===== src/rtl/reservation_station.sv =====
// Reservation station: holds renamed ALU instructions until both operands arrive, issues one per cycle.
// Optional macro RS_BYPASS_EN lets a fully ready dispatch issue at once when nothing stored is ready.
module reservation_station #(
    parameter int RS_WIDTH     = 3,
    parameter int RoB_WIDTH    = 4,
    parameter int EX_RoB_WIDTH = 5,
    parameter logic [EX_RoB_WIDTH-1:0] NON_DEP = EX_RoB_WIDTH'(1 << RoB_WIDTH)
) (
    input  logic                    Sys_clk,
    input  logic                    Sys_rst,
    input  logic                    Sys_rdy,
    input  logic                    RoBRS_pre_judge,
    input  logic                    DPRS_en,
    input  logic [31:0]             DPRS_pc,
    input  logic [EX_RoB_WIDTH-1:0] DPRS_Qj,
    input  logic [EX_RoB_WIDTH-1:0] DPRS_Qk,
    input  logic [31:0]             DPRS_Vj,
    input  logic [31:0]             DPRS_Vk,
    input  logic [31:0]             DPRS_imm,
    input  logic [6:0]              DPRS_opcode,
    input  logic [RoB_WIDTH-1:0]    DPRS_RoB_index,
    output logic                    RSDP_full,
    input  logic                    CDBRS_RS_en,
    input  logic [RoB_WIDTH-1:0]    CDBRS_RS_RoB_index,
    input  logic [31:0]             CDBRS_RS_value,
    input  logic                    CDBRS_LSB_en,
    input  logic [RoB_WIDTH-1:0]    CDBRS_LSB_RoB_index,
    input  logic [31:0]             CDBRS_LSB_value,
    output logic                    RSALU_en,
    output logic [6:0]              RSALU_opcode,
    output logic [31:0]             RSALU_Vj,
    output logic [31:0]             RSALU_Vk,
    output logic [31:0]             RSALU_imm,
    output logic [31:0]             RSALU_pc,
    output logic [RoB_WIDTH-1:0]    RSALU_RoB_index
);
    localparam int RS_SIZE = 1 << RS_WIDTH;

    logic [RS_SIZE-1:0]      busy;
    logic [EX_RoB_WIDTH-1:0] qj  [RS_SIZE];
    logic [EX_RoB_WIDTH-1:0] qk  [RS_SIZE];
    logic [31:0]             vj  [RS_SIZE];
    logic [31:0]             vk  [RS_SIZE];
    logic [31:0]             imm [RS_SIZE];
    logic [31:0]             pc  [RS_SIZE];
    logic [6:0]              op  [RS_SIZE];
    logic [RoB_WIDTH-1:0]    rob [RS_SIZE];

    logic [RS_SIZE-1:0]      ready;
    logic                    issue_found;
    logic [RS_WIDTH-1:0]     issue_idx;
    logic                    free_found;
    logic [RS_WIDTH-1:0]     free_idx;
    logic [RS_WIDTH:0]       busy_count;
    logic [EX_RoB_WIDTH-1:0] in_qj;
    logic [EX_RoB_WIDTH-1:0] in_qk;
    logic [31:0]             in_vj;
    logic [31:0]             in_vk;
    logic                    bypass;
    logic                    alloc;

    function automatic logic tag_hit(input logic en, input logic [RoB_WIDTH-1:0] idx,
                                     input logic [EX_RoB_WIDTH-1:0] q);
        return en && (q == EX_RoB_WIDTH'(idx));
    endfunction

    // Dispatch operands snoop both buses; the RS bus takes priority on a double match.
    always_comb begin
        in_qj = DPRS_Qj;
        in_vj = DPRS_Vj;
        in_qk = DPRS_Qk;
        in_vk = DPRS_Vk;
        if (tag_hit(CDBRS_RS_en, CDBRS_RS_RoB_index, DPRS_Qj)) begin
            in_qj = NON_DEP;
            in_vj = CDBRS_RS_value;
        end else if (tag_hit(CDBRS_LSB_en, CDBRS_LSB_RoB_index, DPRS_Qj)) begin
            in_qj = NON_DEP;
            in_vj = CDBRS_LSB_value;
        end
        if (tag_hit(CDBRS_RS_en, CDBRS_RS_RoB_index, DPRS_Qk)) begin
            in_qk = NON_DEP;
            in_vk = CDBRS_RS_value;
        end else if (tag_hit(CDBRS_LSB_en, CDBRS_LSB_RoB_index, DPRS_Qk)) begin
            in_qk = NON_DEP;
            in_vk = CDBRS_LSB_value;
        end
    end

    always_comb begin
        ready       = '0;
        issue_found = 1'b0;
        issue_idx   = '0;
        free_found  = 1'b0;
        free_idx    = '0;
        busy_count  = '0;
        for (int unsigned i = 0; i < RS_SIZE; i++) begin
            ready[i]   = busy[i] && (qj[i] == NON_DEP) && (qk[i] == NON_DEP);
            busy_count = busy_count + (RS_WIDTH+1)'(busy[i]);
            if (ready[i] && !issue_found) begin
                issue_found = 1'b1;
                issue_idx   = RS_WIDTH'(i);
            end
            if (!busy[i] && !free_found) begin
                free_found = 1'b1;
                free_idx   = RS_WIDTH'(i);
            end
        end
    end

`ifdef RS_BYPASS_EN
    assign bypass = DPRS_en && (in_qj == NON_DEP) && (in_qk == NON_DEP) && !issue_found;
`else
    assign bypass = 1'b0;
`endif

    assign alloc     = DPRS_en && free_found && !bypass;
    assign RSDP_full = busy_count >= (RS_WIDTH+1)'(RS_SIZE - 1);

    always_ff @(posedge Sys_clk) begin
        if (Sys_rst || !RoBRS_pre_judge) begin
            busy            <= '0;
            RSALU_en        <= 1'b0;
            RSALU_opcode    <= '0;
            RSALU_Vj        <= '0;
            RSALU_Vk        <= '0;
            RSALU_imm       <= '0;
            RSALU_pc        <= '0;
            RSALU_RoB_index <= '0;
        end else if (Sys_rdy) begin
            for (int unsigned i = 0; i < RS_SIZE; i++) begin
                if (busy[i]) begin
                    if (tag_hit(CDBRS_RS_en, CDBRS_RS_RoB_index, qj[i])) begin
                        qj[i] <= NON_DEP;
                        vj[i] <= CDBRS_RS_value;
                    end else if (tag_hit(CDBRS_LSB_en, CDBRS_LSB_RoB_index, qj[i])) begin
                        qj[i] <= NON_DEP;
                        vj[i] <= CDBRS_LSB_value;
                    end
                    if (tag_hit(CDBRS_RS_en, CDBRS_RS_RoB_index, qk[i])) begin
                        qk[i] <= NON_DEP;
                        vk[i] <= CDBRS_RS_value;
                    end else if (tag_hit(CDBRS_LSB_en, CDBRS_LSB_RoB_index, qk[i])) begin
                        qk[i] <= NON_DEP;
                        vk[i] <= CDBRS_LSB_value;
                    end
                end
            end

            if (issue_found) begin
                RSALU_en          <= 1'b1;
                RSALU_opcode      <= op[issue_idx];
                RSALU_Vj          <= vj[issue_idx];
                RSALU_Vk          <= vk[issue_idx];
                RSALU_imm         <= imm[issue_idx];
                RSALU_pc          <= pc[issue_idx];
                RSALU_RoB_index   <= rob[issue_idx];
                busy[issue_idx]   <= 1'b0;
            end else if (bypass) begin
                RSALU_en        <= 1'b1;
                RSALU_opcode    <= DPRS_opcode;
                RSALU_Vj        <= in_vj;
                RSALU_Vk        <= in_vk;
                RSALU_imm       <= DPRS_imm;
                RSALU_pc        <= DPRS_pc;
                RSALU_RoB_index <= DPRS_RoB_index;
            end else begin
                RSALU_en <= 1'b0;
            end

            // The slot being issued is still busy here, so allocation never collides with it.
            if (alloc) begin
                busy[free_idx] <= 1'b1;
                qj[free_idx]   <= in_qj;
                qk[free_idx]   <= in_qk;
                vj[free_idx]   <= in_vj;
                vk[free_idx]   <= in_vk;
                imm[free_idx]  <= DPRS_imm;
                pc[free_idx]   <= DPRS_pc;
                op[free_idx]   <= DPRS_opcode;
                rob[free_idx]  <= DPRS_RoB_index;
            end
        end else begin
            RSALU_en <= 1'b0;
        end
    end

    // Dispatching into a completely full station means the Dispatcher ignored RSDP_full.
    always_ff @(posedge Sys_clk) begin
        if (!Sys_rst && RoBRS_pre_judge && Sys_rdy && DPRS_en)
            assert (!(&busy));
    end

endmodule


===== config.mk =====
export PLATFORM = sky130hd
export DESIGN_NAME = reservation_station
export DESIGN_NICKNAME = d
export VERILOG_FILES = /design/src/rtl/reservation_station.sv
export SDC_FILE = /design/constraint.sdc
export NUM_CORES = 2
export LEC_CHECK = 0
export BUFFER_PORTS_ARGS = -buffer_cell sky130_fd_sc_hd__buf_2
export CAP_MARGIN = 0
export CORE_MARGIN = 2
export CORE_UTILIZATION = 30
export DETAILED_ROUTE_END_ITERATION = 7
export HOLD_SLACK_MARGIN = 0.1
export SETUP_SLACK_MARGIN = 0.2
export SLEW_MARGIN = 10
export SYNTH_ARGS = -nofsm -noshare
export SYNTH_HDL_FRONTEND = slang
export SYNTH_SLANG_ARGS = --single-unit

===== constraint.sdc =====
create_clock -name Sys_clk -period 6 [get_ports Sys_clk]
set_input_delay 0.3 -clock Sys_clk [delete_from_list [all_inputs] [get_ports Sys_clk]]
set_output_delay 0.3 -clock Sys_clk [all_outputs]
set_load 0.02 [all_outputs]

==> metrics.md <==
| Metric | Value |
|---|---|
| Status | `complete, no violations` |
| Peak Freq | `about 0.22 GHz` |
| Final Max Tran Viols | `0` |
| CP max stage delay | `1.07 ns` |
| Non-filler instance count after layout | `8675` |
| Startpoint types | `flip-flop` |
| Final net count | `around 6000` |
| ANT nets after route | `0` |
| WL/cell | `25.91 microns` |
| Area of the core | `between 0.2 and 0.25 sq mm` |
| Inserted Clock Buffers | `between 100 and 150` |
| R2r setup slk | `roughly 1.5 ns` |
| WL final | `224800 microns` |
| PwrDens | `approximately 260 mW/mm^2` |
| Dpl hpwl | `~130000 microns` |
| Largest net degree at the start of global routing | `151` |
| Starting density of the core | `0.3009` |
| Die width | `467.3 microns` |
| Clk sink count | `between 1000 and 1500` |
| Max IR drop VDD | `296.2 uV` |
| Syn Area/Cell | `between 10 and 15 sq um` |
| Ys flop type | `edfxtp_1` |
| Fillcell total | `~21000` |
| GRT Util Overall | `0.1986` |
| Synth cell types | `54` |
| Cell mode on critical path | `buf_12` |
| CTS tree | `done` |
| Antenna violations before repair | `26` |
| First-pass GRT wire length | `320300 microns` |
| GPL Wtd Cong | `a little under 0.9` |
| Final setup TNS | `0 ns` |
| Dpl cells | `8289` |
| # IOs | `369` |
| Fin crit share | `0.7549` |
| Post-synthesis cell area | `around 0.064 sq mm` |
| Synth top area share | `0.5559` |
| Clock Latency Late Sink | `0.79 ns` |
| Postcts setup bufs | `0` |
| Most common cell after layout, fill and taps aside | `edfxtp_1` |
| Worst setup path category | `flip-flop to flip-flop` |
| DR iter-0 viols | `5598` |
| CP Max Fanout | `49` |
| Total iterations of the first detailed-routing run | `8` |
| Buf/Inv on CP | `3` |
| Synth Instances | `between 5000 and 6000` |
| Min-delay worst type | `primary input to flip-flop` |
| Worst EP arrival | `5.21 ns` |
| Crit. End Element | `flip-flop` |
| Die Y | `around 470 microns` |
| CP max-delay cell | `a2111oi_0` |
| Vias in the first global route | `45700` |
| Slew @ Worst Pin | `1.412 ns` |
| Fin crit period | `~4.5 ns` |
| Ys Warns | `0` |
| Lkg Pwr | `about 27 nW` |
| Post_cts resized | `0` |
| Clock Tree Buf Depth | `3` |
| Num rows | `170` |
| Post-synthesis register bit count | `between 1000 and 1500` |
| Vias | `between 40000 and 50000` |
| Most frequent cells in the layout | `1192 x edfxtp_1, 828 x mux2i_1, 782 x nand2_1` |
| P&R area growth vs syn | `15.85%` |
| Crit-path cells | `nor4bb_1, nand3_1, and2_1, a32oi_4, buf_12, buf_12, mux2i_1, o22ai_1, a2111oi_0, buf_4, nor2_1` |
| Number of H-tree levels | `4` |
| Vias per inst | `5.418` |
| IO buf count | `368` |
| Seq/Total Area, Yosys | `0.6019` |
| Number of synthesized flops with an enable pin | `1192` |
| Final Skew | `0.03212 ns` |
| Relative slew margins | `0.03414` |
| Global route overflow | `0` |
| CTS clk-pin slew, worst paths | `about 0.060 ns` |
| Share of layout cells above drive strength 1 | `0.1451` |
| Final hold violations | `0` |
| Largest area contributor in the netlist | `edfxtp_1` |
| RSZ-0062 raised after global routing | `false` |
| CP Data Required Time | `between 6 and 7 ns` |
| Largest cells by area after synthesis | `edfxtp_1 56%, mux2i_1 13%, dfxtp_1 4.6%, nand2_1 4.6%, o21ai_0 3.7%` |
| CP top delay family | `compound AO/OA/AOI/OAI gates` |
| Die area | `about 0.22 sq mm` |
| Async SR Flop Fraction | `0` |
| Root Buffer | `clkbuf_16` |
| DRC violations left | `0` |
| MaxCap Viol Count | `0` |
| Syn_nets | `~5700` |
| Final setup fails | `0` |
## per-layer routing
metal	up-vias	routed length (microns)	global-route usage
met2	2360	105200	0.3241
li1	20780	-	-
met5	-	79	0
met1	23370	91940	0.2601
met4	12	8905	0.08050
met3	486	18670	0.03527
## path summary, 6_finish.rpt
path / from / endpoint / cells after the start
hold / removal: CDBRS_RS_value[22] / vj[5][22]$_DFFE_PP_ / 3
setup / recovery: qk[1][0]$_SDFFCE_PN0P_ / RSALU_Vk[21]$_SDFFE_PN0P_ / 11
setup reg to reg: qk[1][0]$_SDFFCE_PN0P_ / RSALU_Vk[21]$_SDFFE_PN0P_ / 11
hold reg to reg: RSALU_Vk[7]$_SDFFE_PN0P_ / RSALU_Vk[7]$_SDFFE_PN0P_ / 2
## timing repair
| action | in CTS | in global routing |
|---|---|---|
| hold endpoints to repair | 752 | 0 |
| hold buffers | 124 | 0 |
| setup endpoints to repair | 0 | 0 |
## report_power, final
part           total (W)  internal [W]  switching, W
clock network    0.00870       0.00486       0.00384
logic           0.000901      0.000295      0.000606
registers         0.0102        0.0102    0.00000845
## cell families after synthesis
kind of cell               share of synthesized area
DFF                                           0.6019
adders and majority gates                   0.002215
and+or+nand+nor                              0.08353
xor gates and xnor gates                     0.01523
buffers and inverters                        0.03847
muxes                                         0.1486
AOI/OAI and AO/OA                             0.1101
## metrics by stage
stage	total power (W)	area [sq um]	setup slack (ns)	hold WS (ns)	util
5_1_grt	0.02030	74600	1.305	0.1586	0.3486
2_1_floorplan	0.01084	64400	1.217	0.3989	-
3_3_place_gp	0.01115	68860	1.649	0.4962	0.3218
6_report	0.01976	74600	1.470	0.1374	0.3486
4_1_cts	0.01987	74590	1.341	0.1028	0.3486
3_5_place_dp	0.01118	68860	1.605	0.5015	0.3218
## sequential cells by signal, indices dropped and copies added (netlist names)
| name | flops |
|---|---|
| RSALU_RoB_index | 4 |
| op | 56 |
| busy | 8 |
| RSALU_Vk | 32 |
| pc | 256 |
| RSALU_en | 1 |
| vk | 256 |
| RSALU_pc | 32 |
| qj | 40 |
| vj | 256 |
| qk | 40 |
| imm | 256 |
| rob | 32 |
| RSALU_imm | 32 |
| RSALU_Vj | 32 |
| RSALU_opcode | 7 |
## worst register-to-register path: cells and delay by family (launching register included)
family	cells	cell delay, ns
AND/OR/NAND/NOR	4	1.09
flip-flops	1	0.45
buffers and inverters	3	0.97
multiplexers	1	0.25
AO/OA/AOI/OAI	3	1.65
## synth_stat cells (2+ instances only)
library cell and instances:
o22ai_1 138, a32o_1 2, o21ai_0 477, or3_1 3, or2_2 3, o211ai_1 20
inv_1 44, a2111oi_0 114, nand2_1 789, dfxtp_1 148, mux2i_1 828, nor4_1 7
a221oi_1 34, nor4_4 3, a22o_1 5, clkbuf_1 374, buf_2 96, or4_1 10
nor4bb_1 8, ha_1 5, nor3_2 2, a311o_1 5, a222oi_1 20, o21ai_1 117
buf_4 10, and2_1 9, nor4_2 2, nor4b_1 16, a31oi_1 4, fa_1 4
buf_1 35, buf_6 19, xor2_1 58, and3_1 12, nor2_1 352, a21oi_1 271
nand4_1 13, xnor2_1 54, edfxtp_1 1192, nand3_1 34, nor3_1 43, o221ai_1 5
o21a_1 2, mux2_2 114
## layout make-up
cell class                      count  area (sq um)  share of cell area
Tap cell                         2838          3551             0.04760
Clock inverter                     62         618.1            0.008285
Antenna cell                        5         12.51           0.0001677
Inverter                           46         227.7            0.003052
Sequential cell                  1340         38760              0.5195
Timing Repair Buffer              598          4154             0.05568
Clock buffer                      195          3872             0.05191
Multi-Input combinational cell   3591         23410              0.3138
(Power assumes the default switching activity.)
